## src/rtl/timer_pkg.sv

```systemverilog
// timer_pkg: shared state encoding and channel mode constants for the multi-channel timer.
package timer_pkg;
  typedef enum logic [1:0] {ST_IDLE = 2'd0, ST_RUN = 2'd1, ST_DONE = 2'd2} state_e;
  localparam logic MODE_ONESHOT  = 1'b0;
  localparam logic MODE_PERIODIC = 1'b1;
endpackage

```

## src/rtl/timer_multi_ch_if.sv

```systemverilog
// timer_multi_ch_if: control/status bundle between a timer client and the multi-channel timer.
interface timer_multi_ch_if #(
  parameter int NUM_CH = 4,
  parameter int CNT_W  = 16
);
  logic                    cnt_pulse;
  logic [NUM_CH-1:0]       ch_en;
  logic [NUM_CH-1:0]       ch_mode;
  logic [NUM_CH*CNT_W-1:0] ch_term;
  logic [NUM_CH-1:0]       ch_clr;
  logic [NUM_CH-1:0]       timeout;
  logic [NUM_CH-1:0]       expired;
  logic [NUM_CH-1:0]       running;
  modport master (output cnt_pulse, ch_en, ch_mode, ch_term, ch_clr, input timeout, expired, running);
  modport slave  (input cnt_pulse, ch_en, ch_mode, ch_term, ch_clr, output timeout, expired, running);
endinterface

```

## src/rtl/timer_ch.sv

```systemverilog
// timer_ch: one tick-driven timer channel with one-shot/periodic modes and a sticky expiry flag.
module timer_ch
  import timer_pkg::*;
#(
  parameter int CNT_W = 16
) (
  input  logic             sys_clk,
  input  logic             sys_rst_n,
  input  logic             cnt_pulse_i,
  input  logic             ch_en_i,
  input  logic             ch_mode_i,
  input  logic [CNT_W-1:0] ch_term_i,
  input  logic             ch_clr_i,
  output logic             timeout_o,
  output logic             expired_o,
  output logic             running_o
);
  state_e           state_q;
  logic [CNT_W-1:0] cnt_q, term_q;
  logic             mode_q, timeout_q, expired_q, running_q, hit_d;
  // Expiry is decided from the current count so the wrap costs no extra tick.
  assign hit_d = ch_en_i && state_q == ST_RUN && cnt_pulse_i && cnt_q == term_q - 1'b1;
  always_ff @(posedge sys_clk or negedge sys_rst_n) begin
    if (!sys_rst_n) begin
      state_q   <= ST_IDLE;
      cnt_q     <= '0;
      term_q    <= '0;
      mode_q    <= MODE_ONESHOT;
      timeout_q <= 1'b0;
      expired_q <= 1'b0;
      running_q <= 1'b0;
    end else begin
      timeout_q <= hit_d;
      expired_q <= hit_d | (expired_q & ~ch_clr_i);
      if (!ch_en_i) begin
        state_q   <= ST_IDLE;
        cnt_q     <= '0;
        running_q <= 1'b0;
      end else begin
        case (state_q)
          ST_IDLE: begin
            term_q    <= (ch_term_i == '0) ? CNT_W'(1) : ch_term_i;
            mode_q    <= ch_mode_i;
            cnt_q     <= '0;
            state_q   <= ST_RUN;
            running_q <= 1'b1;
          end
          ST_RUN: begin
            if (hit_d) begin
              cnt_q     <= '0;
              state_q   <= (mode_q == MODE_PERIODIC) ? ST_RUN : ST_DONE;
              running_q <= mode_q != MODE_ONESHOT;
            end else if (cnt_pulse_i) begin
              cnt_q <= cnt_q + 1'b1;
            end
          end
          ST_DONE: cnt_q <= '0;
          default: state_q <= ST_IDLE;
        endcase
      end
    end
  end
  assign timeout_o = timeout_q;
  assign expired_o = expired_q;
  assign running_o = running_q;
endmodule

```

## src/rtl/timer_multi_ch.sv

```systemverilog
// timer_multi_ch: NUM_CH independent timer channels sharing one prescaler tick strobe.
module timer_multi_ch #(
  parameter int NUM_CH = 4,
  parameter int CNT_W  = 16
) (
  input  logic              sys_clk,
  input  logic              sys_rst_n,
  timer_multi_ch_if.slave   bus
);
  for (genvar i = 0; i < NUM_CH; i++) begin : g_ch
    timer_ch #(.CNT_W(CNT_W)) u_ch (
      .sys_clk     (sys_clk),
      .sys_rst_n   (sys_rst_n),
      .cnt_pulse_i (bus.cnt_pulse),
      .ch_en_i     (bus.ch_en[i]),
      .ch_mode_i   (bus.ch_mode[i]),
      .ch_term_i   (bus.ch_term[i*CNT_W +: CNT_W]),
      .ch_clr_i    (bus.ch_clr[i]),
      .timeout_o   (bus.timeout[i]),
      .expired_o   (bus.expired[i]),
      .running_o   (bus.running[i])
    );
  end
endmodule

```

## src/flat_wrapper.sv

```systemverilog
// flat-port wrapper written by rule: the top's interface ports become plain ports
module timer_multi_ch_flat 
#(
  parameter int NUM_CH = 4,
  parameter int CNT_W  = 16
)
  (sys_clk, sys_rst_n, bus_cnt_pulse, bus_ch_en, bus_ch_mode, bus_ch_term, bus_ch_clr, bus_timeout, bus_expired, bus_running);
  timer_multi_ch_if #(.NUM_CH(NUM_CH), .CNT_W(CNT_W)) bus_i ();
  input  logic sys_clk;
  input  logic sys_rst_n;
  input wire logic [$bits(bus_i.cnt_pulse)-1:0] bus_cnt_pulse;
  input wire logic [$bits(bus_i.ch_en)-1:0] bus_ch_en;
  input wire logic [$bits(bus_i.ch_mode)-1:0] bus_ch_mode;
  input wire logic [$bits(bus_i.ch_term)-1:0] bus_ch_term;
  input wire logic [$bits(bus_i.ch_clr)-1:0] bus_ch_clr;
  output wire logic [$bits(bus_i.timeout)-1:0] bus_timeout;
  output wire logic [$bits(bus_i.expired)-1:0] bus_expired;
  output wire logic [$bits(bus_i.running)-1:0] bus_running;
  assign bus_i.cnt_pulse = bus_cnt_pulse;
  assign bus_i.ch_en = bus_ch_en;
  assign bus_i.ch_mode = bus_ch_mode;
  assign bus_i.ch_term = bus_ch_term;
  assign bus_i.ch_clr = bus_ch_clr;
  assign bus_timeout = bus_i.timeout;
  assign bus_expired = bus_i.expired;
  assign bus_running = bus_i.running;
  timer_multi_ch #(.NUM_CH(NUM_CH), .CNT_W(CNT_W)) u_core (.sys_clk(sys_clk), .sys_rst_n(sys_rst_n), .bus(bus_i));
endmodule
```

## config.mk

```make
export PLATFORM = sky130hd
export DESIGN_NAME = timer_multi_ch_flat
export DESIGN_NICKNAME = d
export VERILOG_FILES = /design/src/rtl/timer_pkg.sv /design/src/rtl/timer_multi_ch_if.sv /design/src/rtl/timer_ch.sv /design/src/rtl/timer_multi_ch.sv /design/src/flat_wrapper.sv
export SDC_FILE = /design/constraint.sdc
export NUM_CORES = 1
export LEC_CHECK = 0
export BUFFER_PORTS_ARGS = -buffer_cell sky130_fd_sc_hd__buf_2
export CORE_UTILIZATION = 45
export DETAILED_ROUTE_END_ITERATION = 12
export PLACE_DENSITY_LB_ADDON = 0.12
export SETUP_SLACK_MARGIN = 0.15
export SYNTH_ARGS = -nofsm -noshare
export SYNTH_HDL_FRONTEND = slang
export SYNTH_SLANG_ARGS = --single-unit
```

## constraint.sdc

```tcl
create_clock -name sys_clk -period 2.9 [get_ports sys_clk]
set_input_delay 0.435 -clock sys_clk [delete_from_list [all_inputs] [get_ports sys_clk]]
set_output_delay 0.435 -clock sys_clk [all_outputs]
set_load 0.05 [all_outputs]
```

==> flow_summary.json <==
{
  "finalMaxSlewViolations": 0,
  "die_width_microns": 147,
  "outcome": "finished with violations",
  "floorplan.die.height_microns": 147,
  "io_buffers": 90,
  "detailroute.via_count": 8370,
  "finalSetupViolCount": 18,
  "unrepaired_setup_endpoints_after_global_routing": "yes",
  "ctsLongestPathBuffers": 2,
  "postRouteWirelength_microns": 24200,
  "ys.flop_type": "dfrtp_1",
  "ctsHoldBuffers": 0,
  "worstSetupStartpointType": "register",
  "yosys_register_bits": 152,
  "net_count_synth": 1103,
  "clock_pin_transition_on_the_worst_setup_and_hold_timing_paths_ps": 70,
  "report.final.hold_viol_count": 8,
  "synth_cells": 1016,
  "global_route.overflow_total": 0,
  "fp.dieArea_sq_um": 21700,
  "tritoncts.num_buffers": 17,
  "post-route-period-util": 1.04,
  "detail_route.iter0.violations": 435,
  "number_of_distinct_library_cell_variants_in_the_gate_level_netlist_after_synthesis": 78,
  "post_layout_nonfiller_instances": 1491,
  "post_drt_wl_per_cell_microns": 16.3,
  "timing.max_cap.violations": 0,
  "cp.required_ps": 3220,
  "core_area_sq_um": 20500,
  "mappedNetlistArea_sq_um": 9500,
  "slew-limit-headroom": 0.322,
  "fill_cells": 1743,
  "critPathKind": "register to register",
  "average_footprint_of_a_synthesized_cell_sq_um": 9.35,
  "layout.cells.most_common": "dfrtp_1",
  "crit_fanout": 4,
  "ff_latch_area_sq_um": 3800,
  "netlist.area_leader.share": 0.400,
  "cts_root_buffer": "clkbuf_16",
  "wire_length_of_the_first_global_routing_pass_microns": 40000,
  "post_drt_via_cell_ratio": 5.61,
  "finalWeightedCongestion": 0.821,
  "numPlacedInstances": 1423,
  "violations_in_the_final_reports": "hold timing, setup timing",
  "tightest_pin_transition_ps": 1010,
  "num_antenna_cells": 0,
  "gr-usage-all-layers": 0.228,
  "power-per-cell-area_nw_per_um2": 483,
  "initial_core_utilization": 0.464,
  "synthToLayoutAreaGrowth_pct": 32.6,
  "crit_arrival_ps": 3340,
  "final.hold.worst_slack_ps": -19.3,
  "clock_skew_ps": 10.9,
  "fmax_ghz": 0.330,
  "synth_top_cells_by_area": "dfrtp_1 (40%), mux2_2 (7.0%), xnor2_1 (5.3%)",
  "max-vdd-ir-drop_v": 0.000376,
  "half_perimeter_wire_length_after_detailed_placement_microns": 17100,
  "dr.pass1.iters": 5,
  "final.setup.worst_slack_ps": -129,
  "synth_enable_flop_cells": 0,
  "cts_max_level": 4,
  "power.leakage_nw": 5.36,
  "first_global_vias": 8150,
  "drc": 0,
  "pin_count": 91,
  "placement_rows": 52,
  "drt.antenna.violating_nets": 0,
  "synth_seq_area_share": 0.400,
  "cts_tree": "built",
  "hold_path_class": "input port to asynchronous set/reset pin",
  "timing.critical_path.to_type": "register",
  "final_period_minus_worst_setup_slack_ps": 3030,
  "layout.nets": 1296,
  "drive_gt1_frac": 0.382,
  "count_of_warnings_emitted_by_yosys": 0,
  "numClockSinks": 152,
  "multiInputGateArea_sq_um": 6020,
  "clk_latency_ps": 430,
  "synth.largest_area_cell": "dfrtp_1",
  "grt_start_max_net_pins": 60,
  "layout.cells.most_common_list": "dfrtp_1 (151), buf_4 (104), nand2_1 (90)",
  "synth-async-reset-ratio": 1.00,
  "antenna_found_initial": 0
}
==> flip-flops by register name (all words and copies together) (netlist names) <==
| signal | flops |
|---|---|
| u_core.g_ch.u_ch.cnt_q | 64 |
| u_core.g_ch.u_ch.term_q | 64 |
| u_core.g_ch.u_ch.state_q | 8 |
| u_core.g_ch.u_ch.expired_o | 4 |
| u_core.g_ch.u_ch.mode_q | 4 |
| u_core.g_ch.u_ch.running_o | 4 |
| u_core.g_ch.u_ch.timeout_o | 4 |
==> Yosys cell counts (13+ instances only) <==
library cell and instances:
xnor2_1 58, nand4_1 13, or3_1 18, nand3_1 42
dfrtp_1 152, nor2_1 69, and3_1 24, o21ai_0 50
mux2_2 59, xor2_1 37, a21o_1 13, nor3_1 35
nand2_1 92, clkbuf_1 33, inv_1 33, nor4_1 28
a21oi_1 25
==> per-stage QoR <==
stage          setup TNS, ps  cell area, sq um  setup slack [ps]   util  power [W]
2_1_floorplan          -2.18              9620             -2.18      -    0.00316
3_3_place_gp            -384             10900             -89.7  0.533    0.00361
3_5_place_dp            -836             10900              -131  0.533    0.00362
4_1_cts                 -858             12100             -92.7  0.588    0.00605
5_1_grt                -4590             12600              -237  0.615    0.00636
6_report               -1360             12600              -129  0.615    0.00609
==> per-layer routing <==
| metal | track usage | vias to the layer above | share of wire |
|---|---|---|---|
| met5 | 0 | - | 0 |
| met3 | 0.0382 | 26 | 0.029 |
| met1 | 0.310 | 4098 | 0.47 |
| li1 | - | 4110 | - |
| met2 | 0.375 | 136 | 0.49 |
| met4 | 0.0619 | 0 | 0.015 |
==> cells by family (layout without fill, tap and decap cells) <==
kind of cell / Yosys count / in the layout / synth area share
flops: 152 / 152 / 0.400
buf+inv: 88 / 293 / 0.0412
simple gates: 414 / 414 / 0.240
xor+xnor: 95 / 95 / 0.0875
mux: 68 / 68 / 0.0794
compound gates: 191 / 191 / 0.141
fa+ha+maj: 8 / 8 / 0.0105
==> cell type report <==
| class | instances | area share |
|---|---|---|
| timing repair buffer | 229 | 0.135 |
| clock inverter | 13 | 0.0137 |
| multi-input combinational | 776 | 0.478 |
| inverter | 33 | 0.00983 |
| tap | 270 | 0.0268 |
| clock buffer | 18 | 0.0348 |
| sequential | 152 | 0.302 |
==> critical path, cell delays in order, from the launching register on <==
cell and delay (ps):
dfrtp_1 410, inv_2 80, ha_4 130, or4b_4 490
nor4b_4 240, xnor2_1 110, a2111o_1 290, or4_4 450
o21bai_4 230, buf_6 150, buf_16 110, o21ai_2 40
a21o_1 180
==> path summary, 6_finish.rpt <==
kind / from / end / slack, ps / depth (start not counted)
worst max-delay path: u_core.g_ch[3].u_ch.term_q[0] / u_core.g_ch[3].u_ch.cnt_q[10] / -130 / 12
worst min-delay path: sys_rst_n / u_core.g_ch[0].u_ch.term_q[1] / -20 / 1
worst max register to register: u_core.g_ch[3].u_ch.term_q[0] / u_core.g_ch[3].u_ch.cnt_q[10] / -130 / 12
worst min register to register: u_core.g_ch[2].u_ch.expired_o / u_core.g_ch[2].u_ch.expired_o / 530 / 2
max in group asynchronous: sys_rst_n / u_core.g_ch[2].u_ch.term_q[7] / 2170 / 2
min in group sys_clk: bus_ch_clr[1] / u_core.g_ch[1].u_ch.expired_o / 170 / 2
==> report_power, final <==
group          leakage (nW)  switching (W)  internal (W)
Combinational          3.12       0.000652      0.000671
Sequential             1.95       0.000159       0.00227
Clock                 0.285       0.000960       0.00138
Total                  5.36        0.00177       0.00432
==> repair_timing <==
action / in CTS / in global routing
cloned: 3 / 3
endpoints found under the setup margin: 63 / 76
buffers inserted: 16 / 15
pin swaps: 49 / 45
resized for setup: 93 / 98
(Power assumes the default switching activity.)
